**config.mk**
```make
export PLATFORM = sky130hd
export DESIGN_NAME = imem_program_encoder_flat
export DESIGN_NICKNAME = d
export VERILOG_FILES = /design/src/rtl/imem_program_encoder_if.sv /design/src/rtl/imem_program_encoder.sv /design/src/flat_wrapper.sv
export SDC_FILE = /design/constraint.sdc
export NUM_CORES = 1
export LEC_CHECK = 0
export BUFFER_PORTS_ARGS = -buffer_cell sky130_fd_sc_hd__buf_2
export CORE_AREA = 2 2 115 229
export CTS_CLUSTER_DIAMETER = 40
export CTS_CLUSTER_SIZE = 8
export DETAILED_ROUTE_END_ITERATION = 16
export DIE_AREA = 0 0 117 231
export GPL_ROUTABILITY_DRIVEN = 1
export HOLD_SLACK_MARGIN = 0.12
export PLACE_DENSITY = 0.65
export SLEW_MARGIN = 25
export SYNTH_ARGS = -nofsm -noshare
export SYNTH_HDL_FRONTEND = slang
export SYNTH_SLANG_ARGS = --single-unit
export TNS_END_PERCENT = 10
```
**constraint.sdc**
```tcl
create_clock -name clk -period 2.9 [get_ports clk]
set_clock_uncertainty 0.05 [all_clocks]
set_input_delay 0.58 -clock clk [delete_from_list [all_inputs] [get_ports clk]]
set_output_delay 0.58 -clock clk [all_outputs]
set_load 0.02 [all_outputs]
```
**src/rtl/imem_program_encoder_if.sv**
```systemverilog
// imem_program_encoder_if: request, instruction-memory write and status signals of the program encoder
interface imem_program_encoder_if #(parameter int ADDR_WIDTH = 8);
  logic prog_start;
  logic req_valid;
  logic req_ready;
  logic [5:0] req_op;
  logic [5:0] req_funct;
  logic [4:0] req_rs;
  logic [4:0] req_rt;
  logic [4:0] req_rd;
  logic [4:0] req_shamt;
  logic [15:0] req_imm;
  logic [25:0] req_target;
  logic mem_we;
  logic mem_busy;
  logic [ADDR_WIDTH-1:0] mem_addr;
  logic [31:0] mem_wdata;
  logic [ADDR_WIDTH:0] words_written;
  logic full;
  logic err_illegal;
  modport master (
    output prog_start, req_valid, req_op, req_funct, req_rs, req_rt, req_rd, req_shamt, req_imm, req_target, mem_busy,
    input req_ready, mem_we, mem_addr, mem_wdata, words_written, full, err_illegal
  );
  modport slave (
    input prog_start, req_valid, req_op, req_funct, req_rs, req_rt, req_rd, req_shamt, req_imm, req_target, mem_busy,
    output req_ready, mem_we, mem_addr, mem_wdata, words_written, full, err_illegal
  );
endinterface

```
**src/rtl/imem_program_encoder.sv**
```systemverilog
// imem_program_encoder: packs field-level requests into MIPS R/I/J words and writes them to sequential imem addresses
module imem_program_encoder #(
  parameter int ADDR_WIDTH = 8,
  parameter int FIFO_DEPTH = 4
) (
  input logic clk,
  input logic reset,
  imem_program_encoder_if.slave bus
);
  localparam int PW = $clog2(FIFO_DEPTH);
  localparam int CAP = 2 ** ADDR_WIDTH;
  typedef enum logic [1:0] {IDLE, LOAD, FULL} state_t;
  state_t state_q, state_d;
  logic [FIFO_DEPTH-1:0][31:0] fifo_q, fifo_d;
  logic [PW-1:0] wr_q, wr_d, rd_q, rd_d;
  logic [PW:0] cnt_q, cnt_d;
  logic slot_q, slot_d;
  logic [31:0] wdata_q, wdata_d;
  logic [ADDR_WIDTH-1:0] addr_q, addr_d;
  logic [ADDR_WIDTH:0] words_q, words_d;
  logic err_q, err_d;
  logic is_r, is_i, is_j, legal, accept, push, pop, done;
  logic [31:0] enc;
  // capacity counts words already written plus everything still queued or in the output slot
  assign bus.req_ready = state_q == LOAD && int'(cnt_q) < FIFO_DEPTH
                         && int'(words_q) + int'(cnt_q) + int'(slot_q) < CAP;
  assign bus.mem_we = slot_q;
  assign bus.mem_addr = addr_q;
  assign bus.mem_wdata = wdata_q;
  assign bus.words_written = words_q;
  assign bus.full = state_q == FULL;
  assign bus.err_illegal = err_q;
  always_comb begin
    is_r = bus.req_op == 6'h00;
    is_i = bus.req_op inside {6'h08, 6'h0C, 6'h0D, 6'h0F, 6'h23, 6'h2B, 6'h04, 6'h05};
    is_j = bus.req_op inside {6'h02, 6'h03};
    legal = is_r | is_i | is_j;
    enc = is_r ? {6'h00, bus.req_rs, bus.req_rt, bus.req_rd, bus.req_shamt, bus.req_funct}
        : is_j ? {bus.req_op, bus.req_target}
        : {bus.req_op, bus.req_rs, bus.req_rt, bus.req_imm};
    accept = bus.req_valid & bus.req_ready;
    done = slot_q & ~bus.mem_busy;
    push = accept & legal;
    pop = cnt_q != '0 && (!slot_q || done);
    fifo_d = fifo_q;
    if (push) fifo_d[wr_q] = enc;
    wr_d = push ? wr_q + 1'b1 : wr_q;
    rd_d = pop ? rd_q + 1'b1 : rd_q;
    cnt_d = cnt_q + (PW+1)'(push) - (PW+1)'(pop);
    slot_d = pop | (slot_q & ~done);
    wdata_d = pop ? fifo_q[rd_q] : wdata_q;
    addr_d = done ? addr_q + 1'b1 : addr_q;
    words_d = done ? words_q + 1'b1 : words_q;
    err_d = accept & ~legal;
    state_d = (state_q == LOAD && int'(words_d) == CAP) ? FULL : state_q;
    // a new program discards everything in flight, including a write completing this cycle
    if (bus.prog_start) begin
      wr_d = '0;
      rd_d = '0;
      cnt_d = '0;
      slot_d = 1'b0;
      addr_d = '0;
      words_d = '0;
      err_d = 1'b0;
      state_d = LOAD;
    end
  end
  always_ff @(posedge clk) begin
    if (reset) begin
      state_q <= IDLE;
      fifo_q <= '0;
      wr_q <= '0;
      rd_q <= '0;
      cnt_q <= '0;
      slot_q <= 1'b0;
      wdata_q <= '0;
      addr_q <= '0;
      words_q <= '0;
      err_q <= 1'b0;
    end else begin
      state_q <= state_d;
      fifo_q <= fifo_d;
      wr_q <= wr_d;
      rd_q <= rd_d;
      cnt_q <= cnt_d;
      slot_q <= slot_d;
      wdata_q <= wdata_d;
      addr_q <= addr_d;
      words_q <= words_d;
      err_q <= err_d;
    end
  end
endmodule

```
**src/flat_wrapper.sv**
```systemverilog
// flat-port wrapper written by rule: the top's interface ports become plain ports
module imem_program_encoder_flat 
#(
  parameter int ADDR_WIDTH = 8,
  parameter int FIFO_DEPTH = 4
)
  (clk, reset, bus_prog_start, bus_req_valid, bus_req_op, bus_req_funct, bus_req_rs, bus_req_rt, bus_req_rd, bus_req_shamt, bus_req_imm, bus_req_target, bus_mem_busy, bus_req_ready, bus_mem_we, bus_mem_addr, bus_mem_wdata, bus_words_written, bus_full, bus_err_illegal);
  imem_program_encoder_if #(.ADDR_WIDTH(ADDR_WIDTH)) bus_i ();
  input logic clk;
  input logic reset;
  input wire logic [$bits(bus_i.prog_start)-1:0] bus_prog_start;
  input wire logic [$bits(bus_i.req_valid)-1:0] bus_req_valid;
  input wire logic [$bits(bus_i.req_op)-1:0] bus_req_op;
  input wire logic [$bits(bus_i.req_funct)-1:0] bus_req_funct;
  input wire logic [$bits(bus_i.req_rs)-1:0] bus_req_rs;
  input wire logic [$bits(bus_i.req_rt)-1:0] bus_req_rt;
  input wire logic [$bits(bus_i.req_rd)-1:0] bus_req_rd;
  input wire logic [$bits(bus_i.req_shamt)-1:0] bus_req_shamt;
  input wire logic [$bits(bus_i.req_imm)-1:0] bus_req_imm;
  input wire logic [$bits(bus_i.req_target)-1:0] bus_req_target;
  input wire logic [$bits(bus_i.mem_busy)-1:0] bus_mem_busy;
  output wire logic [$bits(bus_i.req_ready)-1:0] bus_req_ready;
  output wire logic [$bits(bus_i.mem_we)-1:0] bus_mem_we;
  output wire logic [$bits(bus_i.mem_addr)-1:0] bus_mem_addr;
  output wire logic [$bits(bus_i.mem_wdata)-1:0] bus_mem_wdata;
  output wire logic [$bits(bus_i.words_written)-1:0] bus_words_written;
  output wire logic [$bits(bus_i.full)-1:0] bus_full;
  output wire logic [$bits(bus_i.err_illegal)-1:0] bus_err_illegal;
  assign bus_i.prog_start = bus_prog_start;
  assign bus_i.req_valid = bus_req_valid;
  assign bus_i.req_op = bus_req_op;
  assign bus_i.req_funct = bus_req_funct;
  assign bus_i.req_rs = bus_req_rs;
  assign bus_i.req_rt = bus_req_rt;
  assign bus_i.req_rd = bus_req_rd;
  assign bus_i.req_shamt = bus_req_shamt;
  assign bus_i.req_imm = bus_req_imm;
  assign bus_i.req_target = bus_req_target;
  assign bus_i.mem_busy = bus_mem_busy;
  assign bus_req_ready = bus_i.req_ready;
  assign bus_mem_we = bus_i.mem_we;
  assign bus_mem_addr = bus_i.mem_addr;
  assign bus_mem_wdata = bus_i.mem_wdata;
  assign bus_words_written = bus_i.words_written;
  assign bus_full = bus_i.full;
  assign bus_err_illegal = bus_i.err_illegal;
  imem_program_encoder #(.ADDR_WIDTH(ADDR_WIDTH), .FIFO_DEPTH(FIFO_DEPTH)) u_core (.clk(clk), .reset(reset), .bus(bus_i));
endmodule
```
==> flow_metrics.tcl <==
set metrics [dict create \
    start_util 0.343 \
    grt-ovfl-total 0 \
    final_hold_viol_count 0 \
    drt_iter0_drc 372 \
    synth.cell_area_um2 8740 \
    postSynth.topFlopCell "sky130_fd_sc_hd__dfxtp_1" \
    vias_per_cell 5.02 \
    final_period_minus_worst_setup_slack_ns 2.83 \
    placement.setup.worst_slack_ns 0.129 \
    cp_max_fo 5 \
    postSynthCellCount 938 \
    synthesis.nets 1030 \
    swShare 0.297 \
    layout.nets 1128 \
    numCtsBuffers 17 \
    clock_slew_seen_by_the_registers_of_the_worst_setup_and_hold_paths_ns 0.07 \
    post_route_cells_drive_above_1_share 0.238 \
    worst-endpoint-arrival_ns 2.20 \
    end_of_the_worst_hold_path "u_core.state_q[0]$_SDFFE_PP0P_" \
    max_slew_margin 0.581 \
    clkSinkCount 188 \
    core_region_area_um2 25400 \
    gr-usage-all-layers 0.163 \
    maxSlewViolCount 0 \
    power_frac_comb 0.184 \
    root_buffer "sky130_fd_sc_hd__clkbuf_16" \
    clockBufferDepth 2 \
    ys_ff_latch 188 \
    synth-edff-count 0 \
    reg2reg_slack_ns 0.15 \
    cp-start-kind "register" \
    run_status "complete, no violations" \
    filler_cell_count 2543 \
    synthMostInstantiatedCell "sky130_fd_sc_hd__dfxtp_1" \
    cp.required_ns 2.27 \
    yosysSeqAreaShare 0.431 \
    final.hold.worst_slack_ns 0.348 \
    ys_top_cells_by_count "sky130_fd_sc_hd__dfxtp_1, sky130_fd_sc_hd__nand2_1, sky130_fd_sc_hd__o21ai_0" \
    crit-reg2reg-capture "u_core.cnt_q[2]$_SDFF_PP0_" \
    category_of_the_most_critical_setup_path "register to primary output" \
    placement.io_buffers 131 \
    finalWorstSetupSlack_ns 0.0659 \
    maxClockFrequency_mhz 353 \
    antennaDiodeCount 0 \
    stdcell_area_um2 10200 \
    r2r_start "u_core.bus.words_written[0]$_SDFF_PP0_" \
    setup_repair_after_global_routing_missed_its_margin "true" \
    maximum_number_of_pins_on_one_net_before_global_route_repair 80 \
    synth_top_cell_area_share 0.431 \
    io_pins 132 \
    worstSkewPairLatency_ns 0.44 \
    synth_async_sr_flop_share 0 \
    synth_area_leaders "sky130_fd_sc_hd__dfxtp_1, sky130_fd_sc_hd__mux4_2, sky130_fd_sc_hd__mux2i_1" \
    grt_pass1_vias 6922 \
    power.share.sequential 0.454 \
    synth_top_area_cell "sky130_fd_sc_hd__dfxtp_1" \
    clock_power_share 0.362 \
    wire_per_inst_um 15.3 \
    power_mw 5.94 \
    place.detailed.hpwl_um 14300 \
    routed_wirelength_um 21200 \
    leakage_dissipation_nw 4.01 \
    setup_viol 0 \
    antenna_violating_nets_post_route 0 \
    drv.max_cap_violation_count 0 \
    grt_antenna_before_repair 0 \
    route.vias.total 6957 \
    timing.hold.worst_path_depth 3 \
    cts_tree "built" \
    grt_pass1_wl_um 34800 \
    timing_worst_slew_pin_value_ns 0.628 \
    internal_power_mw 4.17 \
    finalWeightedCongestion 0.800 \
    dpl-instance-area_um2 9670 \
    yosysWarningCount 0 \
    hp-start "bus_prog_start" \
    die_height_um 231 \
    power.net_switching_mw 1.76 \
    row_count 83 \
    p_per_area_nw_per_um2 580 \
    kind_of_end_point_of_the_critical_path "primary output" \
    h-tree-depth 4 \
    cts_hold_buffers 0 \
    worst_hold_path_type "primary input to register" \
    synthDistinctLibCells 53 \
    r2r_cells 11 \
    design.die.area_um2 27000 \
    drt_pass1_iterations 5 \
    final_sum_of_negative_setup_slack_ns 0 \
    flow.area_growth_from_synthesis_pct 17.1 \
    post_synthesis_average_cell_area_um2 9.32 \
    power.ir.vdd_worst_v 0.000413 \
    layout_worst_path_cycle_share 0.977 \
    detail_route.drc_violations 0 \
    die_x_um 117 \
]
-- metrics by stage --
step,std cells,utilization
after floorplan,938,-
after global placement,1357,0.380
after detailed placement,1357,0.380
after CTS,1386,0.402
after global routing,1386,0.402
final,1386,0.402
-- worst max path at each step --
stage | from | end | slack (ns)
floorplan | u_core.bus.words_written[0]$_SDFF_PP0_ | u_core.cnt_q[2]$_SDFF_PP0_ | 0.01
global placement | u_core.bus.words_written[0]$_SDFF_PP0_ | u_core.cnt_q[2]$_SDFF_PP0_ | 0.14
detailed placement | u_core.bus.words_written[0]$_SDFF_PP0_ | u_core.cnt_q[2]$_SDFF_PP0_ | 0.13
CTS | u_core.bus.words_written[0]$_SDFF_PP0_ | bus_req_ready | 0.008
global route | u_core.bus.words_written[0]$_SDFF_PP0_ | bus_req_ready | -0.04
finish | u_core.bus.words_written[0]$_SDFF_PP0_ | bus_req_ready | 0.07
-- area by class of cell --
class | count | area (µm²) | share of cell area
clock buffer | 20 | 467 | 0.0456
tap | 340 | 425 | 0.0416
clock inverter | 9 | 65.1 | 0.00636
inverter | 10 | 37.5 | 0.00367
timing repair buffer | 154 | 887 | 0.0867
multi-input combinational | 665 | 4580 | 0.448
sequential | 188 | 3770 | 0.368
-- layout by cell type, fill, tap and decap left out, types with 3 or more instances in the layout --
| master | instances |
|---|---|
| sky130_fd_sc_hd__inv_1 | 9 |
| sky130_fd_sc_hd__clkbuf_16 | 17 |
| sky130_fd_sc_hd__dfxtp_1 | 184 |
| sky130_fd_sc_hd__buf_12 | 4 |
| sky130_fd_sc_hd__a21oi_1 | 40 |
| sky130_fd_sc_hd__clkbuf_8 | 3 |
| sky130_fd_sc_hd__ha_1 | 10 |
| sky130_fd_sc_hd__xnor2_1 | 11 |
| sky130_fd_sc_hd__nor2_1 | 70 |
| sky130_fd_sc_hd__xor2_1 | 8 |
| sky130_fd_sc_hd__a211oi_1 | 16 |
| sky130_fd_sc_hd__nand3b_1 | 53 |
| sky130_fd_sc_hd__mux4_2 | 32 |
| sky130_fd_sc_hd__dfxtp_2 | 3 |
| sky130_fd_sc_hd__and3_1 | 4 |
| sky130_fd_sc_hd__nand4_2 | 3 |
| sky130_fd_sc_hd__a211o_1 | 16 |
| sky130_fd_sc_hd__nand2_1 | 126 |
| sky130_fd_sc_hd__nand2b_1 | 56 |
| sky130_fd_sc_hd__buf_4 | 20 |
| sky130_fd_sc_hd__or2_2 | 11 |
| sky130_fd_sc_hd__nor3_1 | 4 |
| sky130_fd_sc_hd__nand4_1 | 7 |
| sky130_fd_sc_hd__o21ai_1 | 19 |
| sky130_fd_sc_hd__or3_1 | 3 |
| sky130_fd_sc_hd__o21ai_0 | 89 |
| sky130_fd_sc_hd__clkinvlp_4 | 5 |
| sky130_fd_sc_hd__mux2i_1 | 49 |
| sky130_fd_sc_hd__buf_2 | 129 |
-- cells by family after synthesis --
family / count (synthesis) / share of synthesized area
AO/OA/AOI/OAI: 190 / 0.124
XOR/XNOR: 19 / 0.0190
adder cells (fa/ha/maj): 13 / 0.0203
buffers and inverters: 85 / 0.0484
flip-flops: 188 / 0.431
multiplexers: 83 / 0.142
AND/OR/NAND/NOR: 360 / 0.216
-- power groups by stage --
stage | clock network [mW] | logic (mW) | registers (mW)
2_1_floorplan | 0 | 0.734 | 2.72
3_3_place_gp | 0 | 1.09 | 2.75
3_5_place_dp | 0 | 1.10 | 2.75
4_1_cts | 2.20 | 1.11 | 2.70
5_1_grt | 2.30 | 1.23 | 2.70
6_report | 2.15 | 1.09 | 2.69
-- metal layers --
layer	vias up	share of wire	track usage
met1	3289	0.44	0.203
met4	0	0.013	0.0500
met5	-	0	0
met3	18	0.044	0.0252
li1	3457	-	-
met2	193	0.50	0.285
-- registers in the layout, indices dropped and copies added, names as in the netlist --
register	count
u_core.bus.err_illegal	1
u_core.bus.mem_addr	8
u_core.bus.mem_wdata	32
u_core.bus.mem_we	1
u_core.bus.words_written	9
u_core.cnt_q	3
u_core.fifo_q	128
u_core.rd_q	2
u_core.state_q	2
u_core.wr_q	2
-- what timing repair did --
action,CTS,global route
pin swaps,2,1
setup endpoints to repair,1,1
buffers inserted,1,0
resized for setup,7,2
-- worst max-delay path, cell delays in order (launching register included) --
cell and delay [ns]:
sky130_fd_sc_hd__dfxtp_4 0.35, sky130_fd_sc_hd__ha_4 0.16, sky130_fd_sc_hd__fa_2 0.53, sky130_fd_sc_hd__nand3_2 0.08, sky130_fd_sc_hd__nor3_2 0.10, sky130_fd_sc_hd__o21ai_1 0.11
sky130_fd_sc_hd__buf_4 0.17, sky130_fd_sc_hd__and2_4 0.14, sky130_fd_sc_hd__buf_6 0.12
Note: power is estimated with default switching activity, not from simulation.
